===== config.mk =====
export PLATFORM = sky130hd
export DESIGN_NAME = frame_drain
export DESIGN_NICKNAME = d
export VERILOG_FILES = /design/src/rtl/frame_drain_pkg.sv /design/src/rtl/frame_drain_byte_hold.sv /design/src/rtl/frame_drain.sv
export SDC_FILE = /design/constraint.sdc
export NUM_CORES = 1
export LEC_CHECK = 0
export BUFFER_PORTS_ARGS = -buffer_cell sky130_fd_sc_hd__buf_4
export CORE_UTILIZATION = 50
export DETAILED_ROUTE_END_ITERATION = 10
export HOLD_SLACK_MARGIN = 0.05
export PLACE_DENSITY = 0.69
export RECOVER_POWER = 25
export SLEW_MARGIN = 20
export SYNTH_ARGS = -nofsm -noshare
export SYNTH_HDL_FRONTEND = slang
export SYNTH_HIERARCHICAL = 1
export SYNTH_SLANG_ARGS = --single-unit

===== constraint.sdc =====
create_clock -name clk -period 6.6 [get_ports clk]
set_clock_uncertainty 0.15 [all_clocks]
set_input_delay 0.66 -clock clk [delete_from_list [all_inputs] [get_ports clk]]
set_output_delay 0.66 -clock clk [all_outputs]
set_load 0.01 [all_outputs]

===== src/rtl/frame_drain_pkg.sv =====
// Shared definitions for the trace frame drain: FSM encoding, frame geometry
// and the TPIU full-sync pattern.
package frame_drain_pkg;

  typedef enum logic [2:0] {
    ST_IDLE,
    ST_SYNC,
    ST_LOAD,
    ST_SEND_LO,
    ST_SEND_HI,
    ST_SETTLE_W,
    ST_ABORT
  } state_e;

  localparam int         WORDS_PER_FRAME = 8;
  localparam int         SYNC_LEN        = 4;
  localparam logic [7:0] SYNC_BYTE_FF    = 8'hFF;
  localparam logic [7:0] SYNC_BYTE_LAST  = 8'h7F;

  // Byte idx of the full-sync pattern: three 0xFF then 0x7F.
  function automatic logic [7:0] sync_byte(input logic [1:0] idx);
    return (idx == 2'(SYNC_LEN - 1)) ? SYNC_BYTE_LAST : SYNC_BYTE_FF;
  endfunction

endpackage


===== src/rtl/frame_drain_byte_hold.sv =====
// Single-entry valid/ready output register for the byte stream; a flush drops
// the held byte without completing its handshake.
module byte_hold (
  input  logic       clk,
  input  logic       rst,
  input  logic       load_i,
  input  logic [7:0] data_i,
  input  logic       flush_i,
  input  logic       ready_i,
  output logic [7:0] byte_o,
  output logic       valid_o,
  output logic       accept_o
);

  logic [7:0] byte_q;
  logic       valid_q;

  assign accept_o = valid_q & ready_i;
  assign byte_o   = byte_q;
  assign valid_o  = valid_q;

  // A load in the same cycle as an acceptance replaces the outgoing byte.
  always_ff @(posedge clk or posedge rst) begin
    if (rst) begin
      byte_q  <= 8'h00;
      valid_q <= 1'b0;
    end else if (flush_i) begin
      valid_q <= 1'b0;
    end else if (load_i) begin
      byte_q  <= data_i;
      valid_q <= 1'b1;
    end else if (accept_o) begin
      valid_q <= 1'b0;
    end
  end

endmodule


===== src/rtl/frame_drain.sv =====
// Pulls complete 8-word frames from the trace frame buffer and serialises them
// low byte first, with periodic TPIU sync and abort/rewind support.
module frame_drain
  import frame_drain_pkg::*;
#(
  parameter int SYNC_INTERVAL = 16,
  parameter int SETTLE        = 3
) (
  input  logic        clk,
  input  logic        rst,
  input  logic [15:0] DataVal,
  input  logic        DataReady,
  input  logic        FrameReady,
  output logic        DataNext,
  output logic        DataFrameReset,
  input  logic        Abort,
  output logic [7:0]  TxByte,
  output logic        TxValid,
  input  logic        TxReady,
  output logic        Busy,
  output logic [15:0] FramesSent
);

  localparam logic [15:0] SYNC_IV   = 16'(SYNC_INTERVAL);
  localparam logic [7:0]  SETTLE_LD = 8'(SETTLE);
  localparam logic [3:0]  LAST_IDX  = 4'(WORDS_PER_FRAME);

  state_e      state_q, state_d;
  logic [7:0]  word_hi_q, word_hi_d;
  logic [7:0]  settle_q, settle_d;
  logic [3:0]  idx_q, idx_d;
  logic [1:0]  sync_idx_q, sync_idx_d;
  logic [15:0] fss_q, fss_d;
  logic [15:0] frames_q, frames_d;
  logic        dnext_q, dfr_q, busy_q;

  logic        hold_load, hold_flush, tx_accept;
  logic [7:0]  hold_data;
  logic        final_accept, abort_take;

  // FrameReady already guarantees a whole frame, so the word-level flag is not needed.
  logic unused_inputs;
  assign unused_inputs = DataReady;

  byte_hold u_hold (
    .clk      (clk),
    .rst      (rst),
    .load_i   (hold_load),
    .data_i   (hold_data),
    .flush_i  (hold_flush),
    .ready_i  (TxReady),
    .byte_o   (TxByte),
    .valid_o  (TxValid),
    .accept_o (tx_accept)
  );

  assign final_accept = (state_q == ST_SEND_HI) && tx_accept && (idx_q == LAST_IDX);
  assign abort_take   = Abort && (state_q != ST_IDLE) && (state_q != ST_ABORT) && !final_accept;

  always_comb begin
    state_d    = state_q;
    word_hi_d  = word_hi_q;
    settle_d   = (settle_q != 8'd0) ? settle_q - 8'd1 : 8'd0;
    idx_d      = idx_q;
    sync_idx_d = sync_idx_q;
    fss_d      = fss_q;
    frames_d   = frames_q;
    hold_load  = 1'b0;
    hold_data  = 8'h00;
    hold_flush = 1'b0;

    case (state_q)
      ST_IDLE: begin
        if (FrameReady && !Abort) begin
          idx_d = 4'd0;
          if ((SYNC_IV != 16'd0) && (fss_q >= SYNC_IV)) begin
            state_d    = ST_SYNC;
            sync_idx_d = 2'd0;
            hold_load  = 1'b1;
            hold_data  = sync_byte(2'd0);
          end else begin
            state_d = ST_LOAD;
          end
        end
      end
      ST_SYNC: begin
        if (tx_accept) begin
          if (sync_idx_q == 2'(SYNC_LEN - 1)) begin
            state_d = ST_LOAD;
            fss_d   = 16'd0;
          end else begin
            sync_idx_d = sync_idx_q + 2'd1;
            hold_load  = 1'b1;
            hold_data  = sync_byte(sync_idx_q + 2'd1);
          end
        end
      end
      ST_LOAD: begin
        // Low byte goes straight to the output register; only the high byte is kept.
        word_hi_d = DataVal[15:8];
        hold_load = 1'b1;
        hold_data = DataVal[7:0];
        settle_d  = SETTLE_LD;
        idx_d     = idx_q + 4'd1;
        state_d   = ST_SEND_LO;
      end
      ST_SEND_LO: begin
        if (tx_accept) begin
          hold_load = 1'b1;
          hold_data = word_hi_q;
          state_d   = ST_SEND_HI;
        end
      end
      ST_SEND_HI: begin
        if (tx_accept) begin
          if (idx_q == LAST_IDX) begin
            frames_d = frames_q + 16'd1;
            if (fss_q < SYNC_IV) fss_d = fss_q + 16'd1;
            state_d = ST_IDLE;
          end else if (settle_q == 8'd0) begin
            state_d = ST_LOAD;
          end else begin
            state_d = ST_SETTLE_W;
          end
        end
      end
      ST_SETTLE_W: begin
        // Counter reaches zero this cycle, so the next cycle may capture.
        if (settle_q <= 8'd1) state_d = ST_LOAD;
      end
      ST_ABORT: state_d = ST_IDLE;
      default:  state_d = ST_IDLE;
    endcase

    if (abort_take) begin
      state_d    = ST_ABORT;
      hold_load  = 1'b0;
      hold_flush = 1'b1;
      fss_d      = fss_q;
      frames_d   = frames_q;
    end
  end

  always_ff @(posedge clk or posedge rst) begin
    if (rst) begin
      state_q    <= ST_IDLE;
      word_hi_q  <= 8'h00;
      settle_q   <= 8'd0;
      idx_q      <= 4'd0;
      sync_idx_q <= 2'd0;
      fss_q      <= SYNC_IV;
      frames_q   <= 16'd0;
      dnext_q    <= 1'b0;
      dfr_q      <= 1'b0;
      busy_q     <= 1'b0;
    end else begin
      state_q    <= state_d;
      word_hi_q  <= word_hi_d;
      settle_q   <= settle_d;
      idx_q      <= idx_d;
      sync_idx_q <= sync_idx_d;
      fss_q      <= fss_d;
      frames_q   <= frames_d;
      dnext_q    <= (state_d == ST_LOAD);
      dfr_q      <= (state_d == ST_ABORT);
      busy_q     <= (state_d != ST_IDLE);
    end
  end

  assign DataNext       = dnext_q;
  assign DataFrameReset = dfr_q;
  assign Busy           = busy_q;
  assign FramesSent     = frames_q;

endmodule


==> flow_summary.ini <==
[drt]
drtAntennaViolNets = 0
wl_met2_mm = 2.92
drtPass1Iterations = 4
post_drt_wl_per_cell_um = 14.1
dr_total_vias = 2367
drt-total-wl_mm = 6.28
top_layer_used = met4
drt_iter0_drc = 127
drc = 0
via_per_inst = 5.33
route.met3.wl_um = 186
wl_met1_mm = 3.11

[placed_design]
hpwl_mm = 4.32
port_buffers = 48
dp_cells = 430
routabilityCongestion = 0.763

[clocking]
root_buffer = clkbuf_8
cts.sinks = 69
cts_setup_buffers = 0
numCtsBuffers = 9
cts_hold_buf = 0
clkTransAtPathRegs_ns = 0.07
cts_resized = 0
htree_levels = 3
clk_path_buf_depth = 2
clock_latency_ns = 0.33
tritoncts = built

[synthesis]
synth_edf_count = 0
ys_warn_count = 6
synth_area_sq_mm = 0.00333
dominantRegCellSynth = dfrtp_1
synth-xor-area-share = 0.0579
synthSimpleGateAreaFrac = 0.217
synth_cells = 314
syn_area_per_cell_sq_um = 10.6
seq_area_frac_synth = 0.519
syn-num-nets = 346
synth-seq-cells = 69
async_reset_ff_frac = 1.00
synth_compound_area_frac = 0.0921
synth_cell_types = 51
yosysTopAreaCellShare = 0.511
yosys.area.top_type = dfrtp_1
synthTopCellsByArea = dfrtp_1 51%, nand2_1 4.8%, ha_1 3.8%
synthMuxAreaShare = 0.0455
synth_top_family_by_area = simple AND/OR/NAND/NOR gates
synthAdderAreaFrac = 0.0376

[outcome]
outcome = finished, violations left
violations = capacitance limit, slew limit

[pwr]
p_leak_nw = 1.94
powerDensity_mw_per_mm2 = 361
p_sw_w = 0.000480
switching_share = 0.340
seqPwrFrac = 0.446
pwr-share-clk = 0.228
p_int_w = 0.000932
combPwrFrac = 0.326
vdd_drop_max_v = 0.000247
p_total_w = 0.00141

[critical_path]
cpPeakStageDelay_ns = 2.23
critical_path.most_common_cell = clkbuf_1
worst-setup-path-type = in -> async
rrSetupSlack_ns = 3.69
cp.arrival_ns = 3.04
startpoint_type = input pin
cp_slowest_cell = clkbuf_1
endpoint_kind = async pin
path_buf_inv = 3
crit_start = rst
r2r_cells = 7
crit_chain = clkbuf_1, clkinv_1, clkbuf_1
r2r-end = u_hold/byte_o[1]
cp_data_required_time_ns = 6.18
rr_startpoint = state_q[1]
critical_path.top_delay_family = buffers and inverters
path_max_fanout = 60

[final_layout]
fin_cells = 444
area_delta_synth_final_pct = 17.6
fillers = 527
final_layout_size_suffix_gt1_frac = 0.215
nNetsFinal = 396
diodes = 0

[global_routing]
grt_pass1_wl_mm = 10.9
grt.overflow.total = 0
track_usage = 0.196
grt_pass1_vias = 2339
grt_max_degree = 61
antenna_found_initial = 0

[die]
fp.dieW_um = 83.6
initial_core_util = 0.521
die-area_sq_mm = 0.00699
num_rows = 29
io_pins = 50
core_area_sq_mm = 0.00639
fp.dieH_um = 83.6

[sta]
period_share = 0.524
hold_viol = 0
fmax_ghz = 0.289
worstMarginPinSlew_ns = 3.16
min_period_ns = 3.46
maxSlewHeadroom = -1.11
rsz0062_at_grt = false
slew_violations = 61
setup_viol = 0
tns_ns = 0

[min_path]
min_path_type = in -> async

[run]
cap_viol_max_count = 1
-- cells by family after synthesis --
family	count (synthesis)
AND/OR/NAND/NOR	136
flip-flops	69
AO/OA/AOI/OAI	42
buffers and inverters	24
XOR/XNOR	22
multiplexers	11
adder cells (fa/ha/maj)	10
-- power groups by stage --
stage               sequential (W)  combinational (W)  clock (W)
floorplan                 0.000612           0.000344          0
global placement          0.000630           0.000453          0
detailed placement        0.000632           0.000464          0
CTS                       0.000627           0.000467   0.000332
global route              0.000645           0.000521   0.000352
finish                    0.000630           0.000460   0.000322
-- metal layers --
layer,GRT usage,vias to the layer above
met5,0,-
li1,-,1180
met1,0.279,1141
met3,0.0396,6
met4,0.0786,0
met2,0.293,40
-- through the flow --
stage                     hold slack (ns)  area, sq um  worst slack, ns  utilization
after floorplan                     0.296         3330             4.08            -
after global placement              0.309         3740             3.61        0.586
after detailed placement            0.314         3740             3.60        0.586
after CTS                           0.151         3920             3.72        0.614
after global routing                0.160         3920             2.45        0.613
final                               0.128         3920             3.14        0.613
-- cell usage in the layout (no fill, tap or decap), types with 10 or more instances in the layout --
cell	Yosys	routed
clkbuf_8	0	10
xor2_1	12	12
buf_4	1	47
nor2_1	19	19
inv_1	14	13
o21ai_0	12	12
and2_1	16	16
dfrtp_1	68	68
nand2_1	43	43
nand3_1	14	14
xnor2_1	10	10
ha_1	10	10
-- flip-flops by register name (all words and copies together) (netlist names) --
| signal | count |
|---|---|
| Busy | 1 |
| DataFrameReset | 1 |
| DataNext | 1 |
| FramesSent | 16 |
| fss_q | 16 |
| idx_q | 4 |
| settle_q | 8 |
| state_q | 3 |
| sync_idx_q | 2 |
| u_hold/byte_o | 8 |
| u_hold/valid_o | 1 |
| word_hi_q | 8 |
-- synthesized netlist by cell type (7+ instances only) --
library cell   n
o21ai_0       12
dfrtp_1       68
nor3_1         8
nor2_1        19
xor2_1        12
mux2_4         8
xnor2_1       10
inv_1         14
nand3_1       14
ha_1          10
clkbuf_1       7
a221o_1        7
and2_1        16
nand2_1       43
-- worst max path at each step --
stage                                   to  slack, ns  cells past startpoint
after global placement    u_hold/byte_o[6]       3.61                      9
after detailed placement  u_hold/byte_o[7]       3.60                      9
final                             fss_q[3]       3.14                      3
after global routing              fss_q[3]       2.45                      3
after floorplan           u_hold/byte_o[0]       4.08                      9
after CTS                 u_hold/byte_o[1]       3.72                      7
-- worst reg2reg max path: cells and delay by family, from the launching register on --
kind,cells,cell delay [ns]
simple gates,5,1.20
compound gates,1,0.55
flops,1,0.55
mux,1,0.34
-- final cells by class --
class	count	area (sq um)	share of cell area
Timing Repair Buffer	49	360	0.0920
Multi-Input combinational cell	221	1500	0.383
Sequential cell	69	1730	0.441
Inverter	14	52.6	0.0134
Clock buffer	12	145	0.0371
Tap cell	77	96.3	0.0246
Clock inverter	2	35.0	0.00895
No activity file was read; power rests on OpenSTA's default activity.
